## src/rtl/calculator_multi_pkg.sv

```systemverilog
// Shared types for the multi-accumulator calculator: button indices, FSM states,
// decoded operations and the (buttons, alt) -> operation decoder.
package calculator_multi_pkg;

   localparam int unsigned BtnUp     = 0;
   localparam int unsigned BtnDown   = 1;
   localparam int unsigned BtnLeft   = 2;
   localparam int unsigned BtnRight  = 3;
   localparam int unsigned BtnCenter = 4;

   typedef enum logic [1:0] {StIdle, StExec, StDiv} state_t;

   typedef enum logic [3:0] {
      OpMul, OpAdd, OpSub, OpClr, OpDiv, OpRem, OpLoad, OpClrAll, OpNop
   } op_t;

   // Priority UP > DOWN > LEFT > RIGHT; CENTER alone or no button is a no-op.
   function automatic op_t decode_op(input logic [4:0] buttons, input logic alt);
      op_t op;
      op = OpNop;
      if (buttons[BtnUp])         op = alt ? OpDiv    : OpMul;
      else if (buttons[BtnDown])  op = alt ? OpClrAll : OpClr;
      else if (buttons[BtnLeft])  op = alt ? OpLoad   : OpAdd;
      else if (buttons[BtnRight]) op = alt ? OpRem    : OpSub;
      return op;
   endfunction

endpackage

```

## src/rtl/calculator_multi_if.sv

```systemverilog
// Button/switch request side and display-facing result side of the calculator.
interface calculator_multi_if #(
   parameter int unsigned BITS = 32,
   parameter int unsigned NACC = 4
);
   localparam int unsigned SW = (NACC > 1) ? $clog2(NACC) : 1;

   logic                   start;
   logic [4:0]             buttons;
   logic                   alt;
   logic [SW-1:0]          acc_sel;
   logic signed [15:0]     switch;
   logic signed [BITS-1:0] accum;
   logic                   ovf;
   logic                   err;
   logic                   busy;
   logic                   done;

   modport master (
      output start, buttons, alt, acc_sel, switch,
      input  accum, ovf, err, busy, done
   );

   modport slave (
      input  start, buttons, alt, acc_sel, switch,
      output accum, ovf, err, busy, done
   );
endinterface

```

## src/rtl/calculator_multi_sdiv_iter.sv

```systemverilog
// Restoring shift-subtract signed divider: works on magnitudes, fixes signs on output.
// valid pulses exactly BITS+1 cycles after start.
module calculator_multi_sdiv_iter #(
   parameter int unsigned BITS = 32
) (
   input  logic                   clk,
   input  logic                   reset,
   input  logic                   start,
   input  logic signed [BITS-1:0] dividend,
   input  logic signed [BITS-1:0] divisor,
   output logic signed [BITS-1:0] quotient,
   output logic signed [BITS-1:0] remainder,
   output logic                   valid
);
   localparam int unsigned CW = $clog2(BITS + 1);

   logic [BITS-1:0] quo_q, quo_d, rem_q, rem_d, dvs_q, dvs_d;
   logic [CW-1:0]   cnt_q, cnt_d;
   logic            run_q, run_d, qneg_q, qneg_d, rneg_q, rneg_d;
   logic [BITS:0]   rem_sh, trial;

   always_comb begin
      quo_d  = quo_q;
      rem_d  = rem_q;
      dvs_d  = dvs_q;
      cnt_d  = cnt_q;
      run_d  = run_q;
      qneg_d = qneg_q;
      rneg_d = rneg_q;
      rem_sh = {rem_q, quo_q[BITS-1]};
      trial  = rem_sh - {1'b0, dvs_q};
      if (start) begin
         // |MIN| still fits as an unsigned BITS-bit magnitude
         quo_d  = dividend[BITS-1] ? -dividend : dividend;
         dvs_d  = divisor[BITS-1]  ? -divisor  : divisor;
         rem_d  = '0;
         cnt_d  = CW'(BITS);
         run_d  = 1'b1;
         qneg_d = dividend[BITS-1] ^ divisor[BITS-1];
         rneg_d = dividend[BITS-1];
      end else if (run_q) begin
         if (cnt_q != '0) begin
            if (!trial[BITS]) begin
               rem_d = trial[BITS-1:0];
               quo_d = {quo_q[BITS-2:0], 1'b1};
            end else begin
               rem_d = rem_sh[BITS-1:0];
               quo_d = {quo_q[BITS-2:0], 1'b0};
            end
            cnt_d = cnt_q - 1'b1;
         end else begin
            run_d = 1'b0;
         end
      end
   end

   always_ff @(posedge clk) begin
      if (reset) begin
         quo_q  <= '0;
         rem_q  <= '0;
         dvs_q  <= '0;
         cnt_q  <= '0;
         run_q  <= 1'b0;
         qneg_q <= 1'b0;
         rneg_q <= 1'b0;
      end else begin
         quo_q  <= quo_d;
         rem_q  <= rem_d;
         dvs_q  <= dvs_d;
         cnt_q  <= cnt_d;
         run_q  <= run_d;
         qneg_q <= qneg_d;
         rneg_q <= rneg_d;
      end
   end

   assign valid     = run_q && (cnt_q == '0);
   assign quotient  = qneg_q ? -quo_q : quo_q;
   assign remainder = rneg_q ? -rem_q : rem_q;

endmodule

```

## src/rtl/calculator_multi.sv

```systemverilog
// Multi-accumulator button calculator: captures a request in IDLE, commits single-cycle
// ops from EXEC and divide/remainder from DIV, with sticky per-accumulator flags.
module calculator_multi
   import calculator_multi_pkg::*;
#(
   parameter int unsigned BITS = 32,
   parameter int unsigned NACC = 4
) (
   input logic             clk,
   input logic             reset,
   calculator_multi_if.slave bus
);
   localparam int unsigned SW = (NACC > 1) ? $clog2(NACC) : 1;
   localparam logic signed [BITS-1:0] MinVal = {1'b1, {(BITS-1){1'b0}}};

   state_t                 state_q, state_d;
   op_t                    op_q, op_d;
   logic [SW-1:0]          sel_q, sel_d;
   logic signed [BITS-1:0] opnd_q, opnd_d;
   logic signed [BITS-1:0] acc_q [NACC];
   logic signed [BITS-1:0] acc_d [NACC];
   logic [NACC-1:0]        ovf_q, ovf_d, err_q, err_d;
   logic                   done_q, done_d;

   logic signed [BITS-1:0]   cur, sum, diff, quotient, remainder;
   logic signed [2*BITS-1:0] cur_ext, opnd_ext, prod;
   logic                     add_ovf, sub_ovf, mul_ovf, div_ovf, div_start, div_valid;

   assign cur      = acc_q[sel_q];
   assign sum      = cur + opnd_q;
   assign diff     = cur - opnd_q;
   assign cur_ext  = {{BITS{cur[BITS-1]}}, cur};
   assign opnd_ext = {{BITS{opnd_q[BITS-1]}}, opnd_q};
   assign prod     = cur_ext * opnd_ext;
   assign add_ovf  = (cur[BITS-1] == opnd_q[BITS-1]) && (sum[BITS-1] != cur[BITS-1]);
   assign sub_ovf  = (cur[BITS-1] != opnd_q[BITS-1]) && (diff[BITS-1] != cur[BITS-1]);
   assign mul_ovf  = prod[2*BITS-1:BITS] != {BITS{prod[BITS-1]}};
   assign div_ovf  = (cur == MinVal) && (opnd_q == '1);

   calculator_multi_sdiv_iter #(.BITS(BITS)) u_div (
      .clk       (clk),
      .reset     (reset),
      .start     (div_start),
      .dividend  (cur),
      .divisor   (opnd_q),
      .quotient  (quotient),
      .remainder (remainder),
      .valid     (div_valid)
   );

   always_comb begin
      state_d   = state_q;
      op_d      = op_q;
      sel_d     = sel_q;
      opnd_d    = opnd_q;
      acc_d     = acc_q;
      ovf_d     = ovf_q;
      err_d     = err_q;
      done_d    = 1'b0;
      div_start = 1'b0;
      case (state_q)
         StIdle: begin
            if (bus.start) begin
               op_d    = decode_op(bus.buttons, bus.alt);
               sel_d   = bus.acc_sel;
               opnd_d  = BITS'(bus.switch);
               state_d = StExec;
            end
         end
         StExec: begin
            state_d = StIdle;
            done_d  = 1'b1;
            case (op_q)
               OpMul: begin
                  acc_d[sel_q] = prod[BITS-1:0];
                  if (mul_ovf) ovf_d[sel_q] = 1'b1;
               end
               OpAdd: begin
                  acc_d[sel_q] = sum;
                  if (add_ovf) ovf_d[sel_q] = 1'b1;
               end
               OpSub: begin
                  acc_d[sel_q] = diff;
                  if (sub_ovf) ovf_d[sel_q] = 1'b1;
               end
               OpClr: begin
                  acc_d[sel_q] = '0;
                  ovf_d[sel_q] = 1'b0;
                  err_d[sel_q] = 1'b0;
               end
               OpLoad: acc_d[sel_q] = opnd_q;
               OpClrAll: begin
                  acc_d = '{default: '0};
                  ovf_d = '0;
                  err_d = '0;
               end
               OpDiv, OpRem: begin
                  if (opnd_q == '0) begin
                     err_d[sel_q] = 1'b1;
                  end else begin
                     div_start = 1'b1;
                     done_d    = 1'b0;
                     state_d   = StDiv;
                  end
               end
               default: ;
            endcase
         end
         StDiv: begin
            if (div_valid) begin
               state_d = StIdle;
               done_d  = 1'b1;
               if (op_q == OpDiv) begin
                  acc_d[sel_q] = quotient;
                  if (div_ovf) ovf_d[sel_q] = 1'b1;
               end else begin
                  acc_d[sel_q] = remainder;
               end
            end
         end
         default: state_d = StIdle;
      endcase
   end

   always_ff @(posedge clk) begin
      if (reset) begin
         state_q <= StIdle;
         op_q    <= OpNop;
         sel_q   <= '0;
         opnd_q  <= '0;
         acc_q   <= '{default: '0};
         ovf_q   <= '0;
         err_q   <= '0;
         done_q  <= 1'b0;
      end else begin
         state_q <= state_d;
         op_q    <= op_d;
         sel_q   <= sel_d;
         opnd_q  <= opnd_d;
         acc_q   <= acc_d;
         ovf_q   <= ovf_d;
         err_q   <= err_d;
         done_q  <= done_d;
      end
   end

   assign bus.accum = acc_q[bus.acc_sel];
   assign bus.ovf   = ovf_q[bus.acc_sel];
   assign bus.err   = err_q[bus.acc_sel];
   assign bus.busy  = (state_q != StIdle);
   assign bus.done  = done_q;

endmodule
```

## src/flat_wrapper.sv

```systemverilog
// flat-port wrapper written by rule: the top's interface ports become plain ports
module calculator_multi_flat import calculator_multi_pkg::*;
#(
   parameter int unsigned BITS = 32,
   parameter int unsigned NACC = 4
)
  (clk, reset, bus_start, bus_buttons, bus_alt, bus_acc_sel, bus_switch, bus_accum, bus_ovf, bus_err, bus_busy, bus_done);
  calculator_multi_if #(.BITS(BITS), .NACC(NACC)) bus_i ();
  input logic clk;
  input logic reset;
  input wire logic [$bits(bus_i.start)-1:0] bus_start;
  input wire logic [$bits(bus_i.buttons)-1:0] bus_buttons;
  input wire logic [$bits(bus_i.alt)-1:0] bus_alt;
  input wire logic [$bits(bus_i.acc_sel)-1:0] bus_acc_sel;
  input wire logic [$bits(bus_i.switch)-1:0] bus_switch;
  output wire logic [$bits(bus_i.accum)-1:0] bus_accum;
  output wire logic [$bits(bus_i.ovf)-1:0] bus_ovf;
  output wire logic [$bits(bus_i.err)-1:0] bus_err;
  output wire logic [$bits(bus_i.busy)-1:0] bus_busy;
  output wire logic [$bits(bus_i.done)-1:0] bus_done;
  assign bus_i.start = bus_start;
  assign bus_i.buttons = bus_buttons;
  assign bus_i.alt = bus_alt;
  assign bus_i.acc_sel = bus_acc_sel;
  assign bus_i.switch = bus_switch;
  assign bus_accum = bus_i.accum;
  assign bus_ovf = bus_i.ovf;
  assign bus_err = bus_i.err;
  assign bus_busy = bus_i.busy;
  assign bus_done = bus_i.done;
  calculator_multi #(.BITS(BITS), .NACC(NACC)) u_core (.clk(clk), .reset(reset), .bus(bus_i));
endmodule
```

## config.mk

```make
export PLATFORM = sky130hd
export DESIGN_NAME = calculator_multi_flat
export DESIGN_NICKNAME = d
export VERILOG_FILES = /design/src/rtl/calculator_multi_pkg.sv /design/src/rtl/calculator_multi_if.sv /design/src/rtl/calculator_multi_sdiv_iter.sv /design/src/rtl/calculator_multi.sv /design/src/flat_wrapper.sv
export SDC_FILE = /design/constraint.sdc
export NUM_CORES = 2
export LEC_CHECK = 0
export CAP_MARGIN = 20
export CORE_MARGIN = 3
export CORE_UTILIZATION = 30
export DETAILED_ROUTE_END_ITERATION = 8
export PLACE_DENSITY = 0.46
export SLEW_MARGIN = 25
export SYNTH_ARGS = -nofsm -noshare
export SYNTH_HDL_FRONTEND = slang
export SYNTH_SLANG_ARGS = --single-unit
export TNS_END_PERCENT = 30
```

## constraint.sdc

```tcl
create_clock -name clk -period 8.3 [get_ports clk]
set_clock_uncertainty 0.15 [all_clocks]
set_input_delay 0.83 -clock clk [delete_from_list [all_inputs] [get_ports clk]]
set_output_delay 0.83 -clock clk [all_outputs]
set_load 0.01 [all_outputs]
```

==> impl_summary.md <==
Outcome
The run finished, with violations left. The final reports fail on setup timing.

Hold path
The path class of the tightest hold or removal check is reg -> reg. In this run the most critical hold path is launched from u_core.u_div.dvs_q[26]$_SDFFE_PP0P_.

Synth
The synthesized instance count is 5,148. The largest total area in the synthesized netlist belongs to sky130_fd_sc_hd__fa_1. The proportion of synthesized flip-flops having asynchronous set or reset is 0%. The most frequently used cell type in the post-synthesis netlist is sky130_fd_sc_hd__inv_1. When the netlist entered floorplanning its net count stood at 5,898. By count the netlist is led by sky130_fd_sc_hd__inv_1, sky130_fd_sc_hd__nand2_1, sky130_fd_sc_hd__fa_1.

The mean post-synth cell area is 7.980 sq um. The area share of the largest cell type after synthesis is 23.83%. The share of synthesized area occupied by flip-flops and latches is 12.96%. Among all flip-flop cells after synthesis, the most frequent one is sky130_fd_sc_hd__dfxtp_1. By area the synthesized netlist is led by sky130_fd_sc_hd__fa_1, sky130_fd_sc_hd__dfxtp_1, sky130_fd_sc_hd__ha_1, sky130_fd_sc_hd__inv_1, sky130_fd_sc_hd__nand2_1.

The post-synthesis cell area is 0.04108 sq mm. The count of flip-flops with a built-in enable after synthesis is 0. The count of distinct cell types in the synthesized netlist is 90. The Yosys step of the flow raised 0 warnings. In this run, synthesis produced a sequential element count of 266.

Power and ir drop
The worst vdd rail ir drop is 98.76 uV. The standby leakage power is 19.36 nW. In this run the power density over the cells is 119.3 mW/mm^2.

Timing
Setup repair after global routing could not meet its margin everywhere. The maximum clock frequency is 119.6 MHz. The number of pins with negative max-slew slack in the final report is 0. The slew at the pin with the worst max-slew slack is 1.184 ns. The worst hold slack is 0.2883 ns. After layout, the worst setup slack is -0.06446 ns. The final critical path takes up 100.8% of the cycle. Setup violations remaining at the end of the flow were counted as 4.

The tightest slew margin relative to the limit is 21.05%. Counting I/O delays and the setup requirement, the final critical path takes 8.364 ns. The hold violation count in the final report is 0.

Clock tree
The number of buffers inserted during clock tree synthesis is 35. The buffer depth of the longest clock path is 3. The later pin in the worst-skew pair is clocked with a latency of 0.58 ns. Clock tree synthesis found a total of 266 sinks. TritonCTS built the clock tree. CTS placed an instance of sky130_fd_sc_hd__clkbuf_16 at the clock tree root.

The H-tree was split into 2 levels. The total of hold buffers inserted after clock tree synthesis is 0. The clock slew seen by the registers of the worst setup and hold paths is 0.06 ns.

Setup path
The startpoint type of the worst setup path is a register. The critical path start-end classification is reg -> reg. The largest driver fanout on the critical path is 13. The longest individual stage delay on the worst path is 0.65 ns.

Broken down by cell family, the worst path's largest delay share belongs to adder cells. The most critical setup path has its startpoint at u_core.sel_q[0]$_SDFFE_PP0P_. The critical path endpoint category is a register. The beginning of the worst register-to-register path is u_core.sel_q[0]$_SDFFE_PP0P_. The critical path's slowest cell is sky130_fd_sc_hd__fa_1.

The buffers plus inverters on the worst setup path is 7. STA puts the critical path data arrival time at 8.69 ns. At the worst endpoint, the required time is 8.63 ns. The cell type with the highest occurrence count on the critical path is sky130_fd_sc_hd__fa_1.

GRT
The total overflow left after global routing is 0. The all-layer global routing usage is 25.61%. The met2 capacity usage during global routing is 39.95%. The initial antenna violation count is 12. The fraction of met1 tracks used by global routing is 34.66%. The number of global-route vias before repair is 39,720.

met2 is the most crowded layer. The pin count of the biggest net entering global routing is 92. The routing usage on met3 is 5.377%. The wire length of the first global-routing pass is 271.6 mm.

Layout
Once layout is complete, the utilization of the core stands at 35.46%. The area growth from synthesis to layout is 17.08%. The final net count is 6,130. The share of layout cells above drive strength 1 is 13.77%.

Routing
Before antenna repair, the detailed router went through 6 iterations. In the final routed layout, each cell accounts on average for 25.47 um. The routed wire length is 183.1 mm. The starting DRC count in detailed routing is 4,330. In the routed design, unresolved DRC markers number 0.

Dividing the detail-routed via count by the number of cells gives 5.579. Across all layers, the routed design uses 40,110 vias. The number of nets with antenna violations after detailed routing is 0.

Place
At the placement stage, the worst setup path has a slack of -0.3496 ns. Port buffering added 61 buffers. Detailed placement ended at an HPWL of 139.6 mm. The global placement routability congestion is 0.9758.

Die
The die is 376.1 um wide. The core area is 0.1356 sq mm. For this configuration, the core starts out at a cell density of 30.29%. The cell row count is 135. The total die area is 0.1414 sq mm.

In this run the vertical extent of the chip is 376.1 um. Pin placement for this block handled 63 I/O pins.

Run
Max-cap violations in this run came to 0.
## final timing paths
kind	end	slack [ns]	cells past startpoint
min reg2reg	u_core.u_div.dvs_q[26]$_SDFFE_PP0P_	0.29	2
max reg2reg	u_core.ovf_q[3]$_SDFFE_PP0P_	-0.06	28
min	u_core.u_div.dvs_q[26]$_SDFFE_PP0P_	0.29	2
max	u_core.ovf_q[3]$_SDFFE_PP0P_	-0.06	28
## layout by cell type, fill, tap and decap left out, types with 27 or more instances in the layout
cell	instances
sky130_fd_sc_hd__buf_12	27
sky130_fd_sc_hd__clkdlybuf4s50_1	58
sky130_fd_sc_hd__o31ai_1	40
sky130_fd_sc_hd__o221a_2	31
sky130_fd_sc_hd__a31oi_1	68
sky130_fd_sc_hd__nand3_1	43
sky130_fd_sc_hd__nor2_1	471
sky130_fd_sc_hd__nand2_1	546
sky130_fd_sc_hd__a21o_1	39
sky130_fd_sc_hd__o221ai_1	84
sky130_fd_sc_hd__o21ai_0	393
sky130_fd_sc_hd__a221oi_1	54
sky130_fd_sc_hd__fa_1	489
sky130_fd_sc_hd__mux4_2	65
sky130_fd_sc_hd__a211oi_1	65
sky130_fd_sc_hd__a21oi_1	280
sky130_fd_sc_hd__or3_1	29
sky130_fd_sc_hd__o211ai_1	29
sky130_fd_sc_hd__a311oi_1	34
sky130_fd_sc_hd__buf_4	448
sky130_fd_sc_hd__nor3_1	73
sky130_fd_sc_hd__ha_1	229
sky130_fd_sc_hd__and2_1	96
sky130_fd_sc_hd__dfxtp_1	260
sky130_fd_sc_hd__mux2i_1	40
sky130_fd_sc_hd__xnor2_1	150
sky130_fd_sc_hd__nand2b_1	40
sky130_fd_sc_hd__o21ai_1	38
sky130_fd_sc_hd__xor2_1	61
sky130_fd_sc_hd__inv_1	634
sky130_fd_sc_hd__clkbuf_16	35
## area by class of cell
cell class                 count  area [sq um]
antenna                        3         7.507
timing repair buffer         541          4556
multi-input combinational   3875         32290
sequential                   266          5335
clock inverter                13         161.4
fill                       14360         87540
clock buffer                  49          1018
tap                         1781          2228
inverter                     661          2506
## registers in the layout, indices dropped and copies added (netlist names), 2 cells and up
register and cells:
u_core.u_div.rem_q 32, u_core.state_q 2, u_core.u_div.dvs_q 32, u_core.acc_q 128, u_core.u_div.quo_q 32, u_core.opnd_q 16, u_core.ovf_q 4, u_core.u_div.cnt_q 6
u_core.op_q 4, u_core.sel_q 2, u_core.err_q 4
## worst min-delay path: stages (launching register included)
cell                      delay (ns)
sky130_fd_sc_hd__dfxtp_1        0.29
sky130_fd_sc_hd__inv_1          0.06
sky130_fd_sc_hd__nor2_1         0.04
## per-stage QoR
step	cells	setup TNS [ns]	total power, mW	area (sq um)
after floorplan	5148	0	2.843	41110
after global placement	7112	-1.333	4.020	46510
after detailed placement	7112	-1.390	4.016	46520
after CTS	7185	-0.1293	5.723	48030
after global routing	7186	-1.405	6.016	48090
final	7189	-0.2415	5.736	48100
## kinds of logic after synthesis
family                   count (synthesis)  synth area share (%)
AO/OA/AOI/OAI                         1360                 21.50
XOR/XNOR                               214                 4.596
adder cells (fa/ha/maj)                723                 30.96
buffers and inverters                 1007                 9.265
flip-flops                             266                 12.96
multiplexers                           112                 4.724
AND/OR/NAND/NOR                       1466                 16.00
## timing repair
item                       in CTS  in global routing
cloned                          1                  0
setup endpoints to repair       4                  4
gates resized for setup        45                  5
pin swaps                       7                  3
buffers inserted               10                  1
## power by group
part / internal [mW] / switching [mW]
Clock: 0.955 / 0.706
Sequential: 1.31 / 0.0434
Combinational: 1.02 / 1.70
Total: 3.28 / 2.45
## metal layers
metal	up-vias	share of wire (%)	wire, um
met2	1675	44	81320
met4	4	4.6	8381
met3	323	8.1	14790
met1	20080	43	78580
met5	-	0.015	28
li1	18020	-	-
No activity file was read; power rests on OpenSTA's default activity.
